<file path="src/rtl/markov_transition_learner_pkg.sv">
// Shared definitions for the Markov transition learner: FSM state encoding
// and the saturating-count limit helper. The optional row-total feature is
// selected in the top with the macro MARKOV_ROW_TOTAL_EN.
package markov_transition_learner_pkg;

    typedef enum logic [2:0] {
        ST_IDLE,
        ST_INIT,
        ST_WAIT,
        ST_CHECK,
        ST_INC,
        ST_ADD,
        ST_FINISH
    } state_e;

    // All-ones value of a width-bit counter (widths up to 32).
    function automatic int unsigned sat_max(input int unsigned width);
        return (width >= 32) ? 32'hFFFF_FFFF : ((32'd1 << width) - 32'd1);
    endfunction

endpackage

</file>
<file path="src/rtl/markov_entry_ram.sv">
// Transition list storage: DEPTH entries of {prev, next, count}.
// One write port (full entry or count-only increment), one combinational
// scan port and one registered readback port. Entries at or beyond the live
// entry count read as zero on both read ports.
module markov_entry_ram
    import markov_transition_learner_pkg::*;
#(
    parameter int SYM_W = 4,
    parameter int DEPTH = 16,
    parameter int CNT_W = 8,
    parameter int IDX_W = $clog2(DEPTH + 1)
) (
    input  logic             clk,
    input  logic             reset,
    input  logic [IDX_W-1:0] entries,
    input  logic             wr_en,
    input  logic             inc_en,
    input  logic [IDX_W-1:0] wr_idx,
    input  logic [SYM_W-1:0] wr_prev,
    input  logic [SYM_W-1:0] wr_next,
    input  logic [IDX_W-1:0] scan_idx,
    output logic [SYM_W-1:0] scan_prev,
    output logic [SYM_W-1:0] scan_next,
    output logic [CNT_W-1:0] scan_count,
    input  logic [IDX_W-1:0] rd_idx,
    output logic [SYM_W-1:0] rd_prev,
    output logic [SYM_W-1:0] rd_next,
    output logic [CNT_W-1:0] rd_count
);

    localparam int AW = (DEPTH > 1) ? $clog2(DEPTH) : 1;
    localparam logic [IDX_W-1:0] DEPTH_I = IDX_W'(DEPTH);

    logic [SYM_W-1:0] mem_prev_q [DEPTH];
    logic [SYM_W-1:0] mem_next_q [DEPTH];
    logic [CNT_W-1:0] mem_cnt_q  [DEPTH];

    logic [AW-1:0]    wr_slot;
    logic             wr_in_range;
    logic [CNT_W-1:0] wr_count_d;
    logic [SYM_W-1:0] rd_prev_d, rd_prev_q;
    logic [SYM_W-1:0] rd_next_d, rd_next_q;
    logic [CNT_W-1:0] rd_count_d, rd_count_q;

    assign wr_slot     = wr_idx[AW-1:0];
    assign wr_in_range = wr_idx < DEPTH_I;

    // Count to store: 1 for a freshly created entry, otherwise the old count plus one.
    // NOTE: every always_comb output is assigned on every path, so no latch is inferred.
    always_comb begin
        wr_count_d = mem_cnt_q[wr_slot] + CNT_W'(1);
        if (wr_en) begin
            wr_count_d = CNT_W'(1);
        end
    end

    // Entry storage: full entry write or count-only increment.
    // NOTE: storage is not reset; reads beyond the live entry count are masked to zero.
    always_ff @(posedge clk) begin
        if (wr_in_range && (wr_en || inc_en)) begin
            mem_cnt_q[wr_slot] <= wr_count_d;
            if (wr_en) begin
                mem_prev_q[wr_slot] <= wr_prev;
                mem_next_q[wr_slot] <= wr_next;
            end
        end
    end

    // Scan port: combinational view of entry scan_idx, zero beyond the live count.
    always_comb begin
        scan_prev  = '0;
        scan_next  = '0;
        scan_count = '0;
        if (scan_idx < entries) begin
            scan_prev  = mem_prev_q[scan_idx[AW-1:0]];
            scan_next  = mem_next_q[scan_idx[AW-1:0]];
            scan_count = mem_cnt_q[scan_idx[AW-1:0]];
        end
    end

    // Readback mux: entry rd_idx, zero beyond the live count.
    always_comb begin
        rd_prev_d  = '0;
        rd_next_d  = '0;
        rd_count_d = '0;
        if (rd_idx < entries) begin
            rd_prev_d  = mem_prev_q[rd_idx[AW-1:0]];
            rd_next_d  = mem_next_q[rd_idx[AW-1:0]];
            rd_count_d = mem_cnt_q[rd_idx[AW-1:0]];
        end
    end

    // Readback register: results appear one cycle after rd_idx.
    // NOTE: sequential state uses non-blocking assignments so all flops sample pre-edge values.
    always_ff @(posedge clk) begin
        if (reset) begin
            rd_prev_q  <= '0;
            rd_next_q  <= '0;
            rd_count_q <= '0;
        end else begin
            rd_prev_q  <= rd_prev_d;
            rd_next_q  <= rd_next_d;
            rd_count_q <= rd_count_d;
        end
    end

    assign rd_prev  = rd_prev_q;
    assign rd_next  = rd_next_q;
    assign rd_count = rd_count_q;

endmodule

</file>
<file path="src/rtl/markov_transition_learner.sv">
// First-order Markov transition learner. Each accepted symbol (after the
// first of a session) forms a transition prev->cur that is looked up by a
// sequential scan of the transition list: a hit bumps its saturating count,
// a miss appends a new entry or, when the list is full, sets overflow.
// Optional feature: define MARKOV_ROW_TOTAL_EN for per-prev-symbol row totals
// with a registered readback port (rd_row_sym / rd_row_total).
module markov_transition_learner
    import markov_transition_learner_pkg::*;
#(
    parameter int SYM_W = 4,
    parameter int DEPTH = 16,
    parameter int CNT_W = 8,
    parameter int IDX_W = $clog2(DEPTH + 1)
) (
    input  logic             clk,
    input  logic             reset,
    input  logic             start,
    input  logic             sym_valid,
    input  logic [SYM_W-1:0] sym_data,
    input  logic             sym_last,
    output logic             sym_ready,
    input  logic [IDX_W-1:0] rd_idx,
    output logic [SYM_W-1:0] rd_prev,
    output logic [SYM_W-1:0] rd_next,
    output logic [CNT_W-1:0] rd_count,
    output logic [IDX_W-1:0] entries,
    output logic             busy,
    output logic             done,
    output logic             overflow,
    output logic             sat
`ifdef MARKOV_ROW_TOTAL_EN
    ,
    input  logic [SYM_W-1:0]                     rd_row_sym,
    output logic [CNT_W+$clog2(DEPTH+1)-1:0]     rd_row_total
`endif
);

    localparam logic [CNT_W-1:0] CNT_MAX = CNT_W'(sat_max(CNT_W));
    localparam logic [IDX_W-1:0] DEPTH_I = IDX_W'(DEPTH);

    state_e           state_d, state_q;
    logic [IDX_W-1:0] entries_d, entries_q;
    logic [IDX_W-1:0] i_d, i_q;
    logic [SYM_W-1:0] prev_d, prev_q;
    logic [SYM_W-1:0] cur_d, cur_q;
    logic             has_prev_d, has_prev_q;
    logic             last_d, last_q;
    logic             overflow_d, overflow_q;
    logic             sat_d, sat_q;

    logic             wr_en;
    logic             inc_en;
    logic [SYM_W-1:0] scan_prev, scan_next;
    logic [CNT_W-1:0] scan_count;

    // Next-state and datapath control for the scan/update FSM.
    always_comb begin
        state_d    = state_q;
        entries_d  = entries_q;
        i_d        = i_q;
        prev_d     = prev_q;
        cur_d      = cur_q;
        has_prev_d = has_prev_q;
        last_d     = last_q;
        overflow_d = overflow_q;
        sat_d      = sat_q;
        wr_en      = 1'b0;
        inc_en     = 1'b0;
        case (state_q)
            ST_IDLE: begin
                if (start) state_d = ST_INIT;
            end
            ST_INIT: begin
                entries_d  = '0;
                has_prev_d = 1'b0;
                overflow_d = 1'b0;
                sat_d      = 1'b0;
                state_d    = ST_WAIT;
            end
            ST_WAIT: begin
                if (sym_valid) begin
                    cur_d  = sym_data;
                    last_d = sym_last;
                    if (!has_prev_q) begin
                        prev_d     = sym_data;
                        has_prev_d = 1'b1;
                        state_d    = sym_last ? ST_FINISH : ST_WAIT;
                    end else begin
                        i_d     = '0;
                        state_d = ST_CHECK;
                    end
                end
            end
            ST_CHECK: begin
                if (i_q == entries_q) begin
                    state_d = ST_ADD;
                end else if (scan_prev == prev_q && scan_next == cur_q) begin
                    state_d = ST_INC;
                end else begin
                    i_d = i_q + IDX_W'(1);
                end
            end
            ST_INC: begin
                if (scan_count == CNT_MAX) begin
                    sat_d = 1'b1;
                end else begin
                    inc_en = 1'b1;
                end
                prev_d  = cur_q;
                state_d = last_q ? ST_FINISH : ST_WAIT;
            end
            ST_ADD: begin
                if (entries_q < DEPTH_I) begin
                    wr_en     = 1'b1;
                    entries_d = entries_q + IDX_W'(1);
                end else begin
                    overflow_d = 1'b1;
                end
                prev_d  = cur_q;
                state_d = last_q ? ST_FINISH : ST_WAIT;
            end
            ST_FINISH: begin
                state_d = start ? ST_INIT : ST_IDLE;
            end
            default: state_d = ST_IDLE;
        endcase
    end

    // State and session registers with synchronous reset.
    always_ff @(posedge clk) begin
        if (reset) begin
            state_q    <= ST_IDLE;
            entries_q  <= '0;
            i_q        <= '0;
            prev_q     <= '0;
            cur_q      <= '0;
            has_prev_q <= 1'b0;
            last_q     <= 1'b0;
            overflow_q <= 1'b0;
            sat_q      <= 1'b0;
        end else begin
            state_q    <= state_d;
            entries_q  <= entries_d;
            i_q        <= i_d;
            prev_q     <= prev_d;
            cur_q      <= cur_d;
            has_prev_q <= has_prev_d;
            last_q     <= last_d;
            overflow_q <= overflow_d;
            sat_q      <= sat_d;
        end
    end

    // In ADD the scan index has stopped at entries_q, so i_q addresses both
    // the matched entry (INC) and the append slot (ADD).
    markov_entry_ram #(
        .SYM_W (SYM_W),
        .DEPTH (DEPTH),
        .CNT_W (CNT_W),
        .IDX_W (IDX_W)
    ) u_ram (
        .clk        (clk),
        .reset      (reset),
        .entries    (entries_q),
        .wr_en      (wr_en),
        .inc_en     (inc_en),
        .wr_idx     (i_q),
        .wr_prev    (prev_q),
        .wr_next    (cur_q),
        .scan_idx   (i_q),
        .scan_prev  (scan_prev),
        .scan_next  (scan_next),
        .scan_count (scan_count),
        .rd_idx     (rd_idx),
        .rd_prev    (rd_prev),
        .rd_next    (rd_next),
        .rd_count   (rd_count)
    );

    assign sym_ready = (state_q == ST_WAIT);
    assign busy      = (state_q != ST_IDLE);
    assign done      = (state_q == ST_FINISH);
    assign entries   = entries_q;
    assign overflow  = overflow_q;
    assign sat       = sat_q;

`ifdef MARKOV_ROW_TOTAL_EN
    localparam int ROW_W = CNT_W + $clog2(DEPTH + 1);
    localparam int ROWS  = 2 ** SYM_W;

    logic [ROW_W-1:0] row_total_q [ROWS];
    logic [ROW_W-1:0] row_sum_d;
    logic [ROW_W-1:0] rd_row_total_q;
    logic             row_inc;

    // A row grows exactly when an entry is created or its count actually increments.
    assign row_inc = wr_en | inc_en;

    // Incremented total for the row of the current prev symbol.
    always_comb begin
        row_sum_d = row_total_q[prev_q] + ROW_W'(1);
    end

    // Row total storage: cleared on reset and at session start.
    always_ff @(posedge clk) begin
        if (reset || state_q == ST_INIT) begin
            for (int r = 0; r < ROWS; r++) begin
                row_total_q[r] <= '0;
            end
        end else if (row_inc) begin
            row_total_q[prev_q] <= row_sum_d;
        end
    end

    // Registered row total readback.
    always_ff @(posedge clk) begin
        if (reset) begin
            rd_row_total_q <= '0;
        end else begin
            rd_row_total_q <= row_total_q[rd_row_sym];
        end
    end

    assign rd_row_total = rd_row_total_q;
`endif

endmodule
</file>
<file path="config.mk">
export PLATFORM = sky130hd
export DESIGN_NAME = markov_transition_learner
export DESIGN_NICKNAME = d
export VERILOG_FILES = /design/src/rtl/markov_transition_learner_pkg.sv /design/src/rtl/markov_entry_ram.sv /design/src/rtl/markov_transition_learner.sv
export SDC_FILE = /design/constraint.sdc
export NUM_CORES = 1
export LEC_CHECK = 0
export CAP_MARGIN = 15
export CORE_ASPECT_RATIO = 0.7
export CORE_UTILIZATION = 55
export DETAILED_ROUTE_END_ITERATION = 16
export GPL_TIMING_DRIVEN = 0
export PLACE_DENSITY_LB_ADDON = 0.05
export SYNTH_ARGS = -nofsm -noshare
export SYNTH_HDL_FRONTEND = slang
export SYNTH_SLANG_ARGS = --single-unit
</file>
<file path="constraint.sdc">
create_clock -name clk -period 3.7 [get_ports clk]
set_clock_uncertainty 0.1 [all_clocks]
set_input_delay 0.74 -clock clk [delete_from_list [all_inputs] [get_ports clk]]
set_output_delay 0.74 -clock clk [all_outputs]
set_load 0.03 [all_outputs]
</file>
==> results by group <==
Yosys
  – Yosys warnings: 0
  – Compound-Gate Fraction of Synth Area: 0.0419
  – Synth unique cells: 61
  – Synth Instances: 847
  – Post-Syn Nets: between 800 and 900
  – Synthesized cell area: ~14000 µm²
  – Largest family of logic cells by synthesized area: multiplexers
  – Top cells by area, synth: edfxtp_1 53%, mux4_2 19%, dfxtp_1 6.2%
  – Post-synthesis adder-cell area fraction: 0.0130
  – Register area share after synthesis: 0.596
  – Simple logic cell fraction of the synthesized area: 0.0712
  – Cell taking the most area after synthesis: edfxtp_1
  – Flops & latches, synth: 301
  – Syn_area_per_cell: around 17 µm²
  – Top FF cell, synth: edfxtp_1
  – Xor/xnor share of the synthesized area: 0.00304
  – Mux contribution to synthesized area: 0.252
  – EDFF count, synth: 256
  – Yosys top cell area share: 0.533
  – Async SR Flop Fraction: 0

Drt
  – Met1 wire length: ~17000 µm
  – Vias per cell: around 7
  – Pre-antenna DRT Iters: 5
  – DR DRC count: 0
  – Metal2 WL: approximately 19000 µm
  – Vias: 9238
  – Max layer used: met4
  – DR WL/cell: around 33 µm
  – Initial drt markers: 1176
  – Met3 WL post-DR: around 5800 µm
  – Final antenna-violating net count: 0
  – Total wire length: ~43000 µm

Status
  – Status: complete, but fails checks
  – Failing checks: negative setup slack

STA
  – Rel. slew slack: 0.133
  – Post-layout min period: approximately 3700 ps
  – WHS: ~370 ps
  – Endpoints failing setup: 10
  – RSZ-0062 raised after global routing: yes
  – Tcrit/Tclk final: 1.01
  – Worst-Margin Slew: around 1300 ps
  – Max-slew violation count: 0
  – Setup TNS: -144 ps
  – Fmax: around 0.27 GHz
  – Worst setup slack after layout: -29.8 ps
  – Final Hold Fails: 0

GRT
  – Global-route wire length before repair: about 62000 µm
  – Antenna violations before repair: 1
  – GRT Overall Usage: 0.330
  – Pin count of the biggest net entering global routing: 23
  – Vias in the first global route: ~9000
  – Total grt overflow: 0

Finish
  – Most frequent cells in the layout: 256 x edfxtp_1, 121 x mux4_2, 45 x dfxtp_1, 43 x nand2_1, 41 x buf_4
  – Share of cells above drive strength 1: 0.280
  – Fin cells: approximately 1300
  – Area delta synth->final: 17.2%
  – Fill cells: 1702
  – NumNets Final: 983
  – Commonest non-fill, non-tap cell in the layout: edfxtp_1
  – Fin util: 0.658

Clock network
  – Later-pin clock latency in the skew report: about 570 ps
  – CTS tree: done
  – H-tree depth: 1
  – CTS Sinks: around 300
  – CTS max path bufs: 3
  – Total CTS buffers: 30
  – Root Buffer: clkbuf_16
  – Clock transition at path regs: 60 ps

Job
  – Max Cap Violations: 0

Floorplan
  – # IOs: 40
  – Total die area: approximately 27000 µm²
  – Die X: approximately 200 µm
  – Starting density of the core: 0.561
  – Area of the core: 25700 µm²
  – Row count: between 40 and 50
  – Die Ht: ~140 µm

Critical path
  – Critical path class: reg -> reg
  – Cell mode on critical path: buf_4
  – Critical path's slowest cell: mux4_2
  – Crit end category: flip-flop
  – Worst endpoint required time: around 3900 ps
  – Crit-path max FO: 10
  – CP arrival: 3900 ps
  – CP Launch Type: flip-flop
  – CP peak stage delay: just under 600 ps
  – Crit path cell chain: buf_6 -> buf_12 -> buf_4 -> mux4_2 -> mux4_2 -> nand4_1 -> buf_4 -> nor4_4 -> buf_4 -> nor4_4 -> buf_4

Power and ir drop
  – P_int: roughly 5.8 mW
  – Peak supply drop: 0.427 mV
  – Psw: 1.70 mW
  – Sw Share: 0.226
  – Reg power frac: 0.508
  – Clk network pwr share: 0.416
  – Power, Total: 7.49 mW
  – Comb power frac: 0.076
  – Power per cell area: ~440 nW/µm²
  – Leakage: about 5.5 nW

Place
  – # port buffers: 38
  – RePlAce Congestion: 0.959
  – DP HPWL: between 20000 and 30000 µm
  – Post-placement cell count: ~1200

Worst hold path
  – Worst hold path class: reg -> reg
[final timing paths]
kind         cells after the start           startpoint  slack (ps)                              end
max                             11            flip-flop         -30  u_ram.mem_cnt_q[0][1]$_DFFE_PP_
min                              2  last_q$_SDFFE_PP0P_         370              last_q$_SDFFE_PP0P_
max reg2reg                     11            flip-flop         -30  u_ram.mem_cnt_q[0][1]$_DFFE_PP_
min reg2reg                      2  last_q$_SDFFE_PP0P_         370              last_q$_SDFFE_PP0P_
[through the flow]
step	instance area, µm²	setup slack [ps]
floorplan	14400	55.3
global placement	15200	-1930
detailed placement	15500	-701
CTS	16800	4.11
global route	16900	-33.3
finish	16900	-29.8
[synthesized netlist by cell type (11+ instances only)]
library cell / count
inv_1: 13
edfxtp_1: 256
nor4_1: 19
nand2b_1: 11
ha_1: 15
dfxtp_1: 45
mux4_1: 20
o21ai_0: 16
nor2_1: 27
nand2_1: 44
and3_1: 21
a21oi_1: 20
mux2i_1: 31
and2_1: 22
mux4_2: 121
clkbuf_1: 31
[routing by layer]
metal  global-route usage  vias to the layer above
li1                     -                     3732
met1                0.485                     4707
met2                0.483                      700
met3               0.0957                       99
met4               0.0936                        0
met5                    0                        -
[critical path, delay by kind of cell, from the launching register on]
family / cells / cell delay [ps]
buffers and inverters: 6 / 1270
and+or+nand+nor: 3 / 600
muxes: 2 / 1100
DFF: 1 / 320
[power groups by stage]
stage / Clock (mW) / Combinational, mW / Sequential (mW)
after detailed placement: 0 / 0.529 / 3.88
final: 3.12 / 0.569 / 3.81
after global routing: 3.27 / 0.598 / 3.81
after CTS: 3.13 / 0.551 / 3.80
after floorplan: 0 / 0.327 / 3.86
after global placement: 0 / 0.506 / 3.87
[cells by family after synthesis]
logic type / Yosys count
fa+ha+maj: 15
buf+inv: 70
mux: 178
simple gates: 192
compound gates: 86
xor+xnor: 5
flops: 301
[area by class of cell]
class	count	area, µm²	area share
timing repair buffer	76	703	0.0416
tap	331	414	0.0245
multi-input combinational	476	5810	0.344
buffer	55	310	0.0184
antenna	1	2.50	0.000148
sequential	301	8590	0.508
clock buffer	45	908	0.0538
inverter	14	52.6	0.00311
clock inverter	11	114	0.00674
[state kept, by name, indices dropped and copies added (netlist names), 4 cells and up, named ones only]
signal            flops
cur_q                 4
entries               5
i_q                   5
prev_q                4
u_ram.mem_cnt_q     128
u_ram.mem_next_q     64
u_ram.mem_prev_q     64
u_ram.rd_count        8
u_ram.rd_next         4
u_ram.rd_prev         4
[what timing repair did]
action | in CTS | in global routing
endpoints found under the hold margin | 0 | 0
resized for setup | 30 | 10
hold buffers | 0 | 0
setup endpoints to repair | 197 | 142
setup buffers | 8 | 9
gates cloned | 0 | 0
pin swaps | 15 | 7
Power figures use the tool's default switching activity.
==> patch 1 (same settings) <==
`i_q` no longer has a reset.
--- a/src/rtl/markov_transition_learner.sv
+++ b/src/rtl/markov_transition_learner.sv
@@ -131,7 +131,6 @@
         if (reset) begin
             state_q    <= ST_IDLE;
             entries_q  <= '0;
-            i_q        <= '0;
             prev_q     <= '0;
             cur_q      <= '0;
             has_prev_q <= 1'b0;
@@ -141,7 +140,6 @@
         end else begin
             state_q    <= state_d;
             entries_q  <= entries_d;
-            i_q        <= i_d;
             prev_q     <= prev_d;
             cur_q      <= cur_d;
             has_prev_q <= has_prev_d;
@@ -149,6 +147,10 @@
             overflow_q <= overflow_d;
             sat_q      <= sat_d;
         end
+    end
+
+    always_ff @(posedge clk) begin
+        i_q <= i_d;
     end
 
     // In ADD the scan index has stopped at entries_q, so i_q addresses both
Formal check against the unedited RTL: no difference found for any inputs over 10 cycles, from zero or initial values and one cycle with reset high; that may be too few to reach the edited logic, so the function may still have changed.
==> patch 1 against the original RTL <==
- setup slack improved by 52 ps
- synthesized area about the same
- core utilization decreased by 0.30 points
- first-iteration DRC count increased by 4.4%
- cell count increased by 0.38%
- wire length decreased by 1.3%
- die area about the same
- sequential cell count unchanged
- cell area decreased by 0.21%
- critical path depth increased by 1
- critical path type unchanged
- largest cell class unchanged
- highest routed layer is now met5
Power is not compared: it rests on default switching activity, and its combinational part moved more than twofold at a synthesized area within 25%.
==> patch 1: results (changes against the original RTL) <==
Via count - 9,233 (-0.054%)
Largest stage delay on the critical path - 550 ps (-40 ps)
Vias/cell - 7.02 (-0.43%)
Complex-gate fraction of the synthesized area - 3.78% (-0.41 points)
Fraction of synthesized area in multiplexers - 25.2% (+0.052 points)
Synthesized Nets - 886 (+1.1%)
Nets@finish - 990 (+0.71%)
Critical Path Fanout Max - 10 (unchanged)
Slew headroom - 16.5% (+3.3 points)
Largest net degree at the start of global routing - 24 (+4.3%)
Post-synth EDFFs - 261 (+2.0%)
DR top layer - met5
R2R Setup Slk - 20 ps (+50 ps)
Critical Path AT - 3830 ps (-70 ps)
Fillers - 1,793 (+5.3%)
Via count of the first global-routing pass - 9,030 (+0.066%)
DR iter-0 viols - 1,228 (+4.4%)
Worst reg2reg path depth - 12 (+1)
Antenna diodes - 0 (-1)
Clock-pin slew on the worst setup and hold paths - 70 ps
Synth Area in Adders - 1.30% (about the same)
Synth cell count leaders - 261 x edfxtp_1, 125 x mux4_2, 48 x nor2_1
Final Hold Slack - 378 ps (+13.4 ps)
M1 wire length - 17,400 um (+2.1%)
Reg2reg end - u_ram.mem_cnt_q[9][4]$_DFFE_PP_
GP Congestion - 0.977 (+1.9%)
Outcome - finished clean
Share of layout cells above drive strength 1 - 27.7% (-0.27 points)
Pre-CTS WS - -643 ps (+58.3 ps)
Drt wl/cell - 32.2 um (-1.7%)
Met2 GRT Util - 46.1% (-2.2 points)
Setup crit end - u_ram.mem_cnt_q[9][4]$_DFFE_PP_
Register area share after synthesis - 59.9% (+0.31 points)
Gr usage total - 32.5% (-0.57 points)
Flip-flop count of the largest register after layout - 128 (unchanged)
Num CTS Buffers - 29 (-3.3%)
Synth cell types - 53 (-13%)
Hold crit path type - reg -> reg
Slowest stage cell on the critical path - mux4_2
Fin crit share - 99.4% (-1.4 points)
DP Wirelength - 29,800 um (+1.1%)
Synth area leaders - edfxtp_1 54%, mux4_2 20%, dfxtp_1 5.5%
Placed cells - 1,247 (+0.81%)
Global-route wire length before repair - 60,900 um (-1.7%)
Post-CTS Resized - 33 (+10%)
Synth Area in XOR/XNOR - 0.425% (+0.12 points)
Util after Layout - 65.5% (-0.30 points)
Met2 WL post-DR - 18,000 um (-3.5%)
Post-DP Area - 15,600 sq um (+0.27%)
Post-CTS setup buffers - 4 (-4)
GR Util met3 - 11.5% (+1.9 points)
Met1 global-route usage - 48.6% (+0.14 points)
WL met3 - 6080 um (+5.5%)
Syn avg cell area - 16.8 sq um (-1.1%)
==> patch 1: changes by cell type in the layout (fill, tap and decap cells not counted), moves of 13 or more <==
cell     change
nand3_1     +13
and2_1      -20
nand2_1     -17
nor2_1      +20
nor4_4      -14
buf_6       +20
buf_4       -17
==> patch 1: layout make-up <==
class,instances,share of cell area [%]
timing repair buffer,74,4.30
inverter,12,0.267
multi-input combinational,488,33.9
clock buffer,40,4.67
tap,331,2.46
buffer,55,2.09
clock inverter,14,1.11
sequential,301,51.2
==> patch 1: worst min path at each step <==
stage,start,end,cells past startpoint
2_1_floorplan,last_q$_SDFFE_PP0P_,last_q$_SDFFE_PP0P_,2
3_3_place_gp,overflow$_SDFFE_PP0P_,overflow$_SDFFE_PP0P_,2
3_5_place_dp,overflow$_SDFFE_PP0P_,overflow$_SDFFE_PP0P_,2
4_1_cts,overflow$_SDFFE_PP0P_,overflow$_SDFFE_PP0P_,2
5_1_grt,overflow$_SDFFE_PP0P_,overflow$_SDFFE_PP0P_,2
6_report,overflow$_SDFFE_PP0P_,overflow$_SDFFE_PP0P_,2
==> patch 1: power groups by stage <==
stage                     registers (mW)  logic (mW)  clock network (mW)
after floorplan                     4.09       0.934                   0
after global placement              4.12        1.34                   0
after detailed placement            4.13        1.39                   0
after CTS                           4.06        1.43                3.07
after global routing                4.07        1.61                3.20
final                               4.06        1.50                3.05
==> patch 1: kinds of logic after synthesis <==
family	count (synthesis)
muxes	187
AOI/OAI and AO/OA	81
buffers and inverters	68
adders and majority gates	15
and+or+nand+nor	198
xor gates and xnor gates	7
DFF	301
==> patch 1: critical path: cells and delay by family (launching register included) <==
family          cells  cell delay (ps)
flops               1              400
simple gates        4              690
buf+inv             4              860
compound gates      2              490
mux                 2              780
==> patch 2 (config.mk and constraints unchanged) <==
Made on the original files. Add a define of `MARKOV_ROW_TOTAL_EN`.
--- a/src/rtl/markov_transition_learner.sv
+++ b/src/rtl/markov_transition_learner.sv
@@ -4,6 +4,8 @@
 // a miss appends a new entry or, when the list is full, sets overflow.
 // Optional feature: define MARKOV_ROW_TOTAL_EN for per-prev-symbol row totals
 // with a registered readback port (rd_row_sym / rd_row_total).
+`define MARKOV_ROW_TOTAL_EN
+
 module markov_transition_learner
     import markov_transition_learner_pkg::*;
 #(
Ports: changed (added rd_row_sym and rd_row_total); port bits go from 40 to 57. The function was not compared with the original's and may differ.
==> patch 2 against the original RTL <==
- the run still ends with setup timing left
- highest routed layer is now met5
- sequential share of layout area grew 0.26 points
- combinational power grew to 5.6 times the old value
- largest power group unchanged
- cell area grew 76%
- sequential cell count grew 225
- largest cell class unchanged
- wire length grew 82%
- setup slack lost 30 ps
- global-route usage grew 0.96 points
- critical path depth shrank 4
- synthesized area grew 76%
- via count grew 75%
- power grew 120%
- critical endpoint is now u_ram.rd_next[0]$_SDFF_PP0_
- fmax shrank 0.80%
==> patch 2: results (changes against the original RTL) <==
Vias/cell - 7.00 (-0.71%)
Largest net degree at the start of global routing - 25 (+8.7%)
Num CTS Buffers - 50 (+67%)
Gr usage total - 34.0% (+0.96 points)
M1 wire length - 32,300 um (+89%)
Global-route wire length before repair - 111,000 um (+79%)
Max H-tree Level - 2 (+1)
Largest registers - row_total_q (208), u_ram.mem_cnt_q (128)
Via count of the first global-routing pass - 15,477 (+72%)
Post-DP Area - 26,800 sq um (+73%)
Drt wl/cell - 33.8 um (+3.4%)
Synth cell count leaders - 464 x edfxtp_1, 281 x mux4_2, 240 x nor2_1
Register area share after synthesis - 59.7% (+0.11 points)
DR top layer - met5
Initial antenna violation count - 4 (+3)
Critical Path Fanout Max - 10 (unchanged)
Failing checks - setup timing
Clock Path Buffers - 3 (unchanged)
Pre-CTS WS - -1860 ps (-1150 ps)
Final worst setup slack - -59.9 ps (-30.1 ps)
Slew headroom - 17.8% (+4.6 points)
Clock-pin slew on the worst setup and hold paths - 60 ps (about the same)
DR iter-0 viols - 2,461 (+110%)
IO Port Bufs - 53 (+39%)
Met2 WL post-DR - 30,400 um (+63%)
Setup TNS - -2520 ps (-2380 ps)
Synth area leaders - edfxtp_1 55%, mux4_2 25%, dfxtp_1 4.9%
Outcome - finished, violations left
Peak supply drop - 0.355 mV (-17%)
Nets@finish - 1,692 (+72%)
Lkg Pwr - 9.93 nW (+80%)
Post-synth EDFFs - 464 (+81%)
Final Setup Violations - 80 (+70)
Share of layout cells above drive strength 1 - 32.3% (+4.3 points)
DP Wirelength - 54,900 um (+86%)
Critical path origin - rd_idx[0]
DRT Pass-1 Iters - 5 (unchanged)
Synth cell types - 54 (-11%)
patch 2: changes by cell type after synthesis, sizes merged, moves of 16 or more:
cell / change
nor2: +213
clkbuf: +45
nor2b: +17
dfxtp: +17
mux4: +140
buf: +33
edfxtp: +208
or4: +16
and3: +35
nor4: -20
patch 2: per-stage QoR:
| step | cells | hold WS (ps) | power, mW |
|---|---|---|---|
| finish | 2305 | 364 | 16.2 |
| global route | 2305 | 394 | 16.6 |
| CTS | 2303 | 359 | 16.1 |
| detailed placement | 2208 | 350 | 10.0 |
| global placement | 2202 | 352 | 9.93 |
| floorplan | 1546 | 336 | 8.89 |
patch 2: critical path, cell delays in order:
cell	delay, ps
clkdlybuf4s50_1	570
clkbuf_1	740
buf_1	570
buf_8	250
mux4_2	540
mux4_2	510
and3_1	200
patch 2: routing by layer:
metal / global-route usage (%) / vias up
li1: - / 6430
met1: 53.6 / 8366
met2: 42.2 / 1231
met3: 16.8 / 111
met4: 5.94 / 2
met5: 0 / -
patch 2: final cells by class:
type / count / area [sq um]
fill: 3074 / 15600
sequential: 526 / 15200
multi-input combinational: 879 / 10200
clock buffer: 59 / 1380
buffer: 117 / 890
tap: 603 / 754
timing repair buffer: 72 / 747
clock inverter: 35 / 492
inverter: 12 / 45.0
antenna: 2 / 5.00
patch 2: logic make-up after synthesis:
group	count (synthesis)	share of synthesized area, %
DFF	526	59.7
and+or+nand+nor	461	8.47
muxes	306	25.9
buffers and inverters	146	2.50
AOI/OAI and AO/OA	71	1.99
xor gates and xnor gates	20	0.689
adders and majority gates	16	0.787
patch 2: timing repair:
| action | 4_1_cts | 5_1_grt |
|---|---|---|
| hold endpoints to repair | 0 | 0 |
| resized for setup | 213 | 34 |
| pin swaps | 12 | 3 |
| cloned | 5 | 0 |
| endpoints found under the setup margin | 664 | 577 |
| setup buffers | 12 | 0 |
patch 2: worst paths after layout:
path / to / slack [ps] / depth (start not counted)
worst min register to register: last_q$_SDFFE_PP0P_ / 360 / 2
worst min-delay path: last_q$_SDFFE_PP0P_ / 360 / 2
worst max register to register: row_total_q[2][3]$_SDFFCE_PN0P_ / -50 / 10
worst max-delay path: u_ram.rd_next[0]$_SDFF_PP0_ / -60 / 7
patch 2: report_power, final:
part	internal (mW)	leakage, nW	switching (mW)	total [mW]
Combinational	1.19	3.93	1.98	3.17
Clock	3.51	0.920	2.34	5.85
Sequential	6.94	5.07	0.273	7.22
